<file path="config.mk">
export PLATFORM = sky130hd
export DESIGN_NAME = pipe_sequencer_flat
export DESIGN_NICKNAME = d
export VERILOG_FILES = /design/src/rtl/pipe_sequencer_if.sv /design/src/rtl/pipe_sequencer.sv /design/src/flat_wrapper.sv
export SDC_FILE = /design/constraint.sdc
export NUM_CORES = 1
export LEC_CHECK = 0
export CAP_MARGIN = 15
export CORE_MARGIN = 4
export CORE_UTILIZATION = 40
export CTS_BUF_LIST = sky130_fd_sc_hd__clkbuf_8
export CTS_CLUSTER_DIAMETER = 80
export DETAILED_ROUTE_END_ITERATION = 6
export MAX_ROUTING_LAYER = met4
export PLACE_DENSITY = 0.71
export REMOVE_ABC_BUFFERS = 1
export SETUP_SLACK_MARGIN = 0.02
export SLEW_MARGIN = 10
export SYNTH_ARGS = -nofsm -noshare
export SYNTH_HDL_FRONTEND = slang
export SYNTH_SLANG_ARGS = --single-unit
</file>
<file path="constraint.sdc">
create_clock -name CLK -period 2.4 [get_ports CLK]
set_clock_uncertainty 0.1 [all_clocks]
set_input_delay 0.48 -clock CLK [delete_from_list [all_inputs] [get_ports CLK]]
set_output_delay 0.48 -clock CLK [all_outputs]
set_load 0.01 [all_outputs]
</file>
<file path="src/rtl/pipe_sequencer_if.sv">
// Pipeline sequencing bundle: mode/hazard inputs toward the sequencer, stage enables and perf counters back.
// master = pipeline datapath side, slave = sequencer side.
interface pipe_sequencer_if #(
   parameter int CNT_W = 16
);
   logic             PAUSE;
   logic             STEP;
   logic [2:0]       IFID_RS;
   logic [2:0]       IFID_RT;
   logic             ID_USES_RS;
   logic             ID_USES_RT;
   logic             IDEX_MEMREAD;
   logic [2:0]       IDEX_WA;
   logic             WB_REGWRITE;
   logic             PC_EN;
   logic             IFID_EN;
   logic             IDEX_EN;
   logic             EXMEM_EN;
   logic             MEMWB_EN;
   logic             IDEX_BUBBLE;
   logic [1:0]       STATE;
   logic [CNT_W-1:0] CYCLE_CNT;
   logic [CNT_W-1:0] STALL_CNT;

   modport master (
      output PAUSE, STEP, IFID_RS, IFID_RT, ID_USES_RS, ID_USES_RT,
             IDEX_MEMREAD, IDEX_WA, WB_REGWRITE,
      input  PC_EN, IFID_EN, IDEX_EN, EXMEM_EN, MEMWB_EN, IDEX_BUBBLE,
             STATE, CYCLE_CNT, STALL_CNT
   );

   modport slave (
      input  PAUSE, STEP, IFID_RS, IFID_RT, ID_USES_RS, ID_USES_RT,
             IDEX_MEMREAD, IDEX_WA, WB_REGWRITE,
      output PC_EN, IFID_EN, IDEX_EN, EXMEM_EN, MEMWB_EN, IDEX_BUBBLE,
             STATE, CYCLE_CNT, STALL_CNT
   );
endinterface

</file>
<file path="src/rtl/pipe_sequencer.sv">
// Stage-enable/bubble generator for the 5-stage pipeline: warm-up, run/hold/single-step, load-use and RF-port stalls.
// Enables are combinational from registered mode plus same-cycle hazards; no backpressure beyond the enables themselves.
module pipe_sequencer #(
   parameter int WARMUP_CYCLES = 2,
   parameter int CNT_W         = 16
) (
   input logic             CLK,
   input logic             RST_N,
   pipe_sequencer_if.slave io
);
   localparam logic [1:0] S_WARMUP = 2'b00;
   localparam logic [1:0] S_RUN    = 2'b01;
   localparam logic [1:0] S_HOLD   = 2'b10;
   localparam logic [1:0] S_STEP1  = 2'b11;

   localparam logic [CNT_W-1:0] CNT_MAX = '1;

   logic [1:0]       state_q, state_d;
   logic [3:0]       warm_q, warm_d;
   logic [CNT_W-1:0] cycle_cnt_q, cycle_cnt_d;
   logic [CNT_W-1:0] stall_cnt_q, stall_cnt_d;
   logic             advance, load_use, port_conflict, stall;

   always_comb begin
      advance       = (state_q == S_RUN) || (state_q == S_STEP1);
      load_use      = io.IDEX_MEMREAD &
                      ((io.ID_USES_RS & (io.IDEX_WA == io.IFID_RS)) |
                       (io.ID_USES_RT & (io.IDEX_WA == io.IFID_RT)));
      // RF port A is shared between the WB write and the ID read of RS
      port_conflict = io.WB_REGWRITE & io.ID_USES_RS;
      stall         = advance & (load_use | port_conflict);
   end

   always_comb begin
      state_d = state_q;
      warm_d  = warm_q;
      case (state_q)
         S_WARMUP: begin
            warm_d = warm_q - 4'd1;
            if (warm_q == 4'd1) begin
               state_d = io.PAUSE ? S_HOLD : S_RUN;
            end
         end
         S_RUN: begin
            if (io.PAUSE) begin
               state_d = S_HOLD;
            end
         end
         S_HOLD: begin
            if (io.STEP) begin
               state_d = S_STEP1;
            end else if (!io.PAUSE) begin
               state_d = S_RUN;
            end
         end
         default: begin
            state_d = io.PAUSE ? S_HOLD : S_RUN;
         end
      endcase
   end

   always_comb begin
      cycle_cnt_d = cycle_cnt_q;
      stall_cnt_d = stall_cnt_q;
      if (advance && (cycle_cnt_q != CNT_MAX)) begin
         cycle_cnt_d = cycle_cnt_q + CNT_W'(1);
      end
      if (stall && (stall_cnt_q != CNT_MAX)) begin
         stall_cnt_d = stall_cnt_q + CNT_W'(1);
      end
   end

   always_ff @(posedge CLK or negedge RST_N) begin
      if (!RST_N) begin
         state_q     <= S_WARMUP;
         warm_q      <= 4'(WARMUP_CYCLES);
         cycle_cnt_q <= '0;
         stall_cnt_q <= '0;
      end else begin
         state_q     <= state_d;
         warm_q      <= warm_d;
         cycle_cnt_q <= cycle_cnt_d;
         stall_cnt_q <= stall_cnt_d;
      end
   end

   always_comb begin
      io.IDEX_EN     = advance;
      io.EXMEM_EN    = advance;
      io.MEMWB_EN    = advance;
      io.PC_EN       = advance & ~stall;
      io.IFID_EN     = advance & ~stall;
      io.IDEX_BUBBLE = stall;
      io.STATE       = state_q;
      io.CYCLE_CNT   = cycle_cnt_q;
      io.STALL_CNT   = stall_cnt_q;
   end
endmodule
</file>
<file path="src/flat_wrapper.sv">
// flat-port wrapper written by rule: the top's interface ports become plain ports
module pipe_sequencer_flat 
#(
   parameter int WARMUP_CYCLES = 2,
   parameter int CNT_W         = 16
)
  (CLK, RST_N, io_PAUSE, io_STEP, io_IFID_RS, io_IFID_RT, io_ID_USES_RS, io_ID_USES_RT, io_IDEX_MEMREAD, io_IDEX_WA, io_WB_REGWRITE, io_PC_EN, io_IFID_EN, io_IDEX_EN, io_EXMEM_EN, io_MEMWB_EN, io_IDEX_BUBBLE, io_STATE, io_CYCLE_CNT, io_STALL_CNT);
  pipe_sequencer_if #(.CNT_W(CNT_W)) io_i ();
  input logic CLK;
  input logic RST_N;
  input wire logic [$bits(io_i.PAUSE)-1:0] io_PAUSE;
  input wire logic [$bits(io_i.STEP)-1:0] io_STEP;
  input wire logic [$bits(io_i.IFID_RS)-1:0] io_IFID_RS;
  input wire logic [$bits(io_i.IFID_RT)-1:0] io_IFID_RT;
  input wire logic [$bits(io_i.ID_USES_RS)-1:0] io_ID_USES_RS;
  input wire logic [$bits(io_i.ID_USES_RT)-1:0] io_ID_USES_RT;
  input wire logic [$bits(io_i.IDEX_MEMREAD)-1:0] io_IDEX_MEMREAD;
  input wire logic [$bits(io_i.IDEX_WA)-1:0] io_IDEX_WA;
  input wire logic [$bits(io_i.WB_REGWRITE)-1:0] io_WB_REGWRITE;
  output wire logic [$bits(io_i.PC_EN)-1:0] io_PC_EN;
  output wire logic [$bits(io_i.IFID_EN)-1:0] io_IFID_EN;
  output wire logic [$bits(io_i.IDEX_EN)-1:0] io_IDEX_EN;
  output wire logic [$bits(io_i.EXMEM_EN)-1:0] io_EXMEM_EN;
  output wire logic [$bits(io_i.MEMWB_EN)-1:0] io_MEMWB_EN;
  output wire logic [$bits(io_i.IDEX_BUBBLE)-1:0] io_IDEX_BUBBLE;
  output wire logic [$bits(io_i.STATE)-1:0] io_STATE;
  output wire logic [$bits(io_i.CYCLE_CNT)-1:0] io_CYCLE_CNT;
  output wire logic [$bits(io_i.STALL_CNT)-1:0] io_STALL_CNT;
  assign io_i.PAUSE = io_PAUSE;
  assign io_i.STEP = io_STEP;
  assign io_i.IFID_RS = io_IFID_RS;
  assign io_i.IFID_RT = io_IFID_RT;
  assign io_i.ID_USES_RS = io_ID_USES_RS;
  assign io_i.ID_USES_RT = io_ID_USES_RT;
  assign io_i.IDEX_MEMREAD = io_IDEX_MEMREAD;
  assign io_i.IDEX_WA = io_IDEX_WA;
  assign io_i.WB_REGWRITE = io_WB_REGWRITE;
  assign io_PC_EN = io_i.PC_EN;
  assign io_IFID_EN = io_i.IFID_EN;
  assign io_IDEX_EN = io_i.IDEX_EN;
  assign io_EXMEM_EN = io_i.EXMEM_EN;
  assign io_MEMWB_EN = io_i.MEMWB_EN;
  assign io_IDEX_BUBBLE = io_i.IDEX_BUBBLE;
  assign io_STATE = io_i.STATE;
  assign io_CYCLE_CNT = io_i.CYCLE_CNT;
  assign io_STALL_CNT = io_i.STALL_CNT;
  pipe_sequencer #(.WARMUP_CYCLES(WARMUP_CYCLES), .CNT_W(CNT_W)) u_core (.CLK(CLK), .RST_N(RST_N), .io(io_i));
endmodule
</file>
==> flow_summary.json <==
{
  "place_area_sq_um": 2700,
  "synth-seq-cells": 38,
  "ctsHoldBuffers": 0,
  "htreeDepth": 2,
  "yosysTopAreaCellShare_pct": 45.4,
  "p_clk_share_pct": 17.1,
  "crit_arrival_ns": 1.70,
  "gr-total-overflow": 0,
  "area_delta_synth_final_pct": 39.0,
  "slowest_delay_ns": 0.42,
  "endpoint_kind": "output port",
  "num_rows": 25,
  "crit_chain": "clkdlybuf4s50_1, nand2_1, nor4_4, a211oi_2, buf_4, nor2_2, buf_2",
  "synth_top_area_cell": "dfrtp_1",
  "rsz0062_at_grt": "false",
  "period_minus_slack_ns": 2.28,
  "clockRootBuffer": "clkbuf_8",
  "routed_wl_microns": 4500,
  "finalHoldViolCount": 0,
  "yosysUniqueCellTypes": 32,
  "cts.clk_slew.worst_paths_ns": 0.08,
  "hpwl_microns": 3240,
  "coreArea_sq_um": 4820,
  "min_path_type": "in2async",
  "worst_ep_required_time_ns": 1.82,
  "setup_tns_ns": 0,
  "relSlewSlack_pct": 44.2,
  "worstReg2RegStart": "u_core.io.STALL_CNT[0]",
  "ant_nets": 0,
  "ir_drop_mv": 0.770,
  "fin_nets": 287,
  "grt_pass1_wl_microns": 7800,
  "synth_area_per_cell_sq_um": 10.5,
  "hold_slack_ns": 0.194,
  "clkSinkCount": 38,
  "layout-drive-gt1-share_pct": 16.0,
  "status": "finished clean",
  "syn_inst": 194,
  "die-area_sq_um": 6300,
  "seq_area_frac_synth_pct": 46.7,
  "min_period_over_period_pct": 95.2,
  "p_sw_mw": 1.03,
  "dp.cells": 320,
  "drt-initial-drc-count": 58,
  "numCtsBuffers": 5,
  "power_density_nw_per_um2": 947,
  "fp.dieH_microns": 79.4,
  "r2r_cells": 6,
  "die_w_microns": 79.4,
  "cts_tree": "yes",
  "path_max_fanout": 3,
  "routed_via_density": 4.95,
  "synthesis.area_sq_um": 2040,
  "antenna_found_initial": 0,
  "netSwitchingFraction_pct": 38.2,
  "intPower_mw": 1.66,
  "rr_endpoint": "u_core.io.STALL_CNT[1]",
  "wl_per_cell_microns": 13.6,
  "slew_violations": 0,
  "drc": 0,
  "critPathKind": "in2out",
  "fin_cells": 330,
  "clk_path_buf_depth": 2,
  "leakagePower_nw": 1.26,
  "grt_max_degree": 39,
  "start_kind": "input port",
  "setup_viol": 0,
  "gp_congestion": 0.736,
  "clk_latency_ns": 0.29,
  "r2r_slack_ns": 0.36,
  "synth_area_leaders": "dfrtp_1 (45%), xor2_1 (10%), xnor2_1 (5.6%)",
  "design_area_sq_um": 2830,
  "slowest_stage": "clkdlybuf4s50_1",
  "initial_core_util_pct": 42.3,
  "power_frac_comb_pct": 45.3,
  "num_antenna_cells": 0,
  "grt_pass1_vias": 1730,
  "finalPower_mw": 2.68,
  "yosysWarnings": 0,
  "vias": 1633,
  "pwr-share-seq_pct": 37.6,
  "dr.pass1.iters": 4,
  "tightest_slew_ns": 0.837,
  "grt_usage_pct": 15.9,
  "max_freq_mhz": 438,
  "ioPinCount": 57,
  "port_buffers": 56,
  "drv_cap": 0
}
[per-layer routing]
metal	vias to the layer above	wire (microns)	GRT usage [%]	share of wire, %
li1	810	-	-	-
met1	794	2100	20.4	47
met2	24	2210	25.8	49
met3	5	144	2.82	3.2
met4	0	42	4.64	0.93
met5	-	0	-	0
[cell usage in the layout, fill, tap and decap left out, types with 8 or more instances in the layout]
cell type | Yosys | routed
clkdlybuf4s50_1 | 0 | 40
dfrtp_1 | 37 | 37
nand2_1 | 22 | 22
xor2_1 | 24 | 21
xnor2_1 | 13 | 13
nand3_1 | 11 | 11
nand4_1 | 10 | 10
buf_4 | 3 | 10
nor3_1 | 8 | 8
ha_1 | 8 | 8
dlygate4sd2_1 | 0 | 8
[cell usage after synthesis (all sizes together)]
library cell	count
and3	6
buf	5
nor4b	1
a31oi	1
o22ai	1
nor3b	1
nand2	22
mux2	5
xnor2	13
nand2b	1
xor2	24
and4	2
ha	8
nand3	11
and2	3
nand4	10
dfrtp	37
nor2	9
a211oi	2
a21oi	5
dfstp	1
nor4	11
nor3	8
clkinv	1
inv	6
[metrics by stage]
step / utilization [%] / setup slack (ns)
after floorplan: - / -0.302
after global placement: 56.1 / -0.426
after detailed placement: 56.1 / -0.461
after CTS: 57.9 / 0.0180
after global routing: 58.8 / 0.0107
final: 58.8 / 0.116
[cells by family after synthesis]
group | synth area share [%]
compound gates | 3.01
xor+xnor | 15.9
fa+ha+maj | 4.91
buf+inv | 3.13
flops | 46.7
mux | 2.76
simple gates | 23.6
[how the worst max path moves through the flow]
stage / start / to / slack (ns) / depth (start not counted)
after global routing: io_IDEX_MEMREAD / io_IDEX_BUBBLE / 0.01 / 7
after CTS: io_IFID_RS[1] / io_IDEX_BUBBLE / 0.02 / 7
after global placement: io_IDEX_WA[2] / io_IDEX_BUBBLE / -0.43 / 7
after floorplan: u_core.io.STATE[1] / io_IFID_EN / -0.30 / 5
after detailed placement: io_IDEX_WA[2] / io_IDEX_BUBBLE / -0.46 / 7
final: io_IDEX_MEMREAD / io_IDEX_BUBBLE / 0.12 / 7
[power groups by stage]
stage	Combinational, mW	Clock, mW	Sequential [mW]
2_1_floorplan	0.559	0	1.05
3_3_place_gp	1.19	0	1.02
3_5_place_dp	1.21	0	1.03
4_1_cts	1.21	0.473	1.01
5_1_grt	1.34	0.499	1.04
6_report	1.22	0.459	1.01
[state kept, by name (all words and copies together) (netlist names)]
register	count
u_core.io.CYCLE_CNT	16
u_core.warm_q	4
u_core.io.STATE	2
u_core.io.STALL_CNT	16
[cell type report]
class / count / area [sq um]
Sequential cell: 38 / 952
Timing Repair Buffer: 66 / 616
Tap cell: 67 / 83.8
Fill cell: 460 / 1980
Clock buffer: 6 / 82.6
Clock inverter: 2 / 12.5
Multi-Input combinational cell: 144 / 1060
Inverter: 7 / 26.3
[repair_timing]
item | in CTS | in global routing
pin swaps | 7 | 3
buffers inserted | 2 | 0
hold endpoints to repair | 0 | 0
gates resized for setup | 21 | 11
endpoints found under the setup margin | 7 | 7
[worst max-delay path, delay by kind of cell]
family | cells | cell delay (ns)
buffers and inverters | 3 | 0.73
AO/OA/AOI/OAI | 1 | 0.30
AND/OR/NAND/NOR | 3 | 0.20
(Power assumes the default switching activity.)
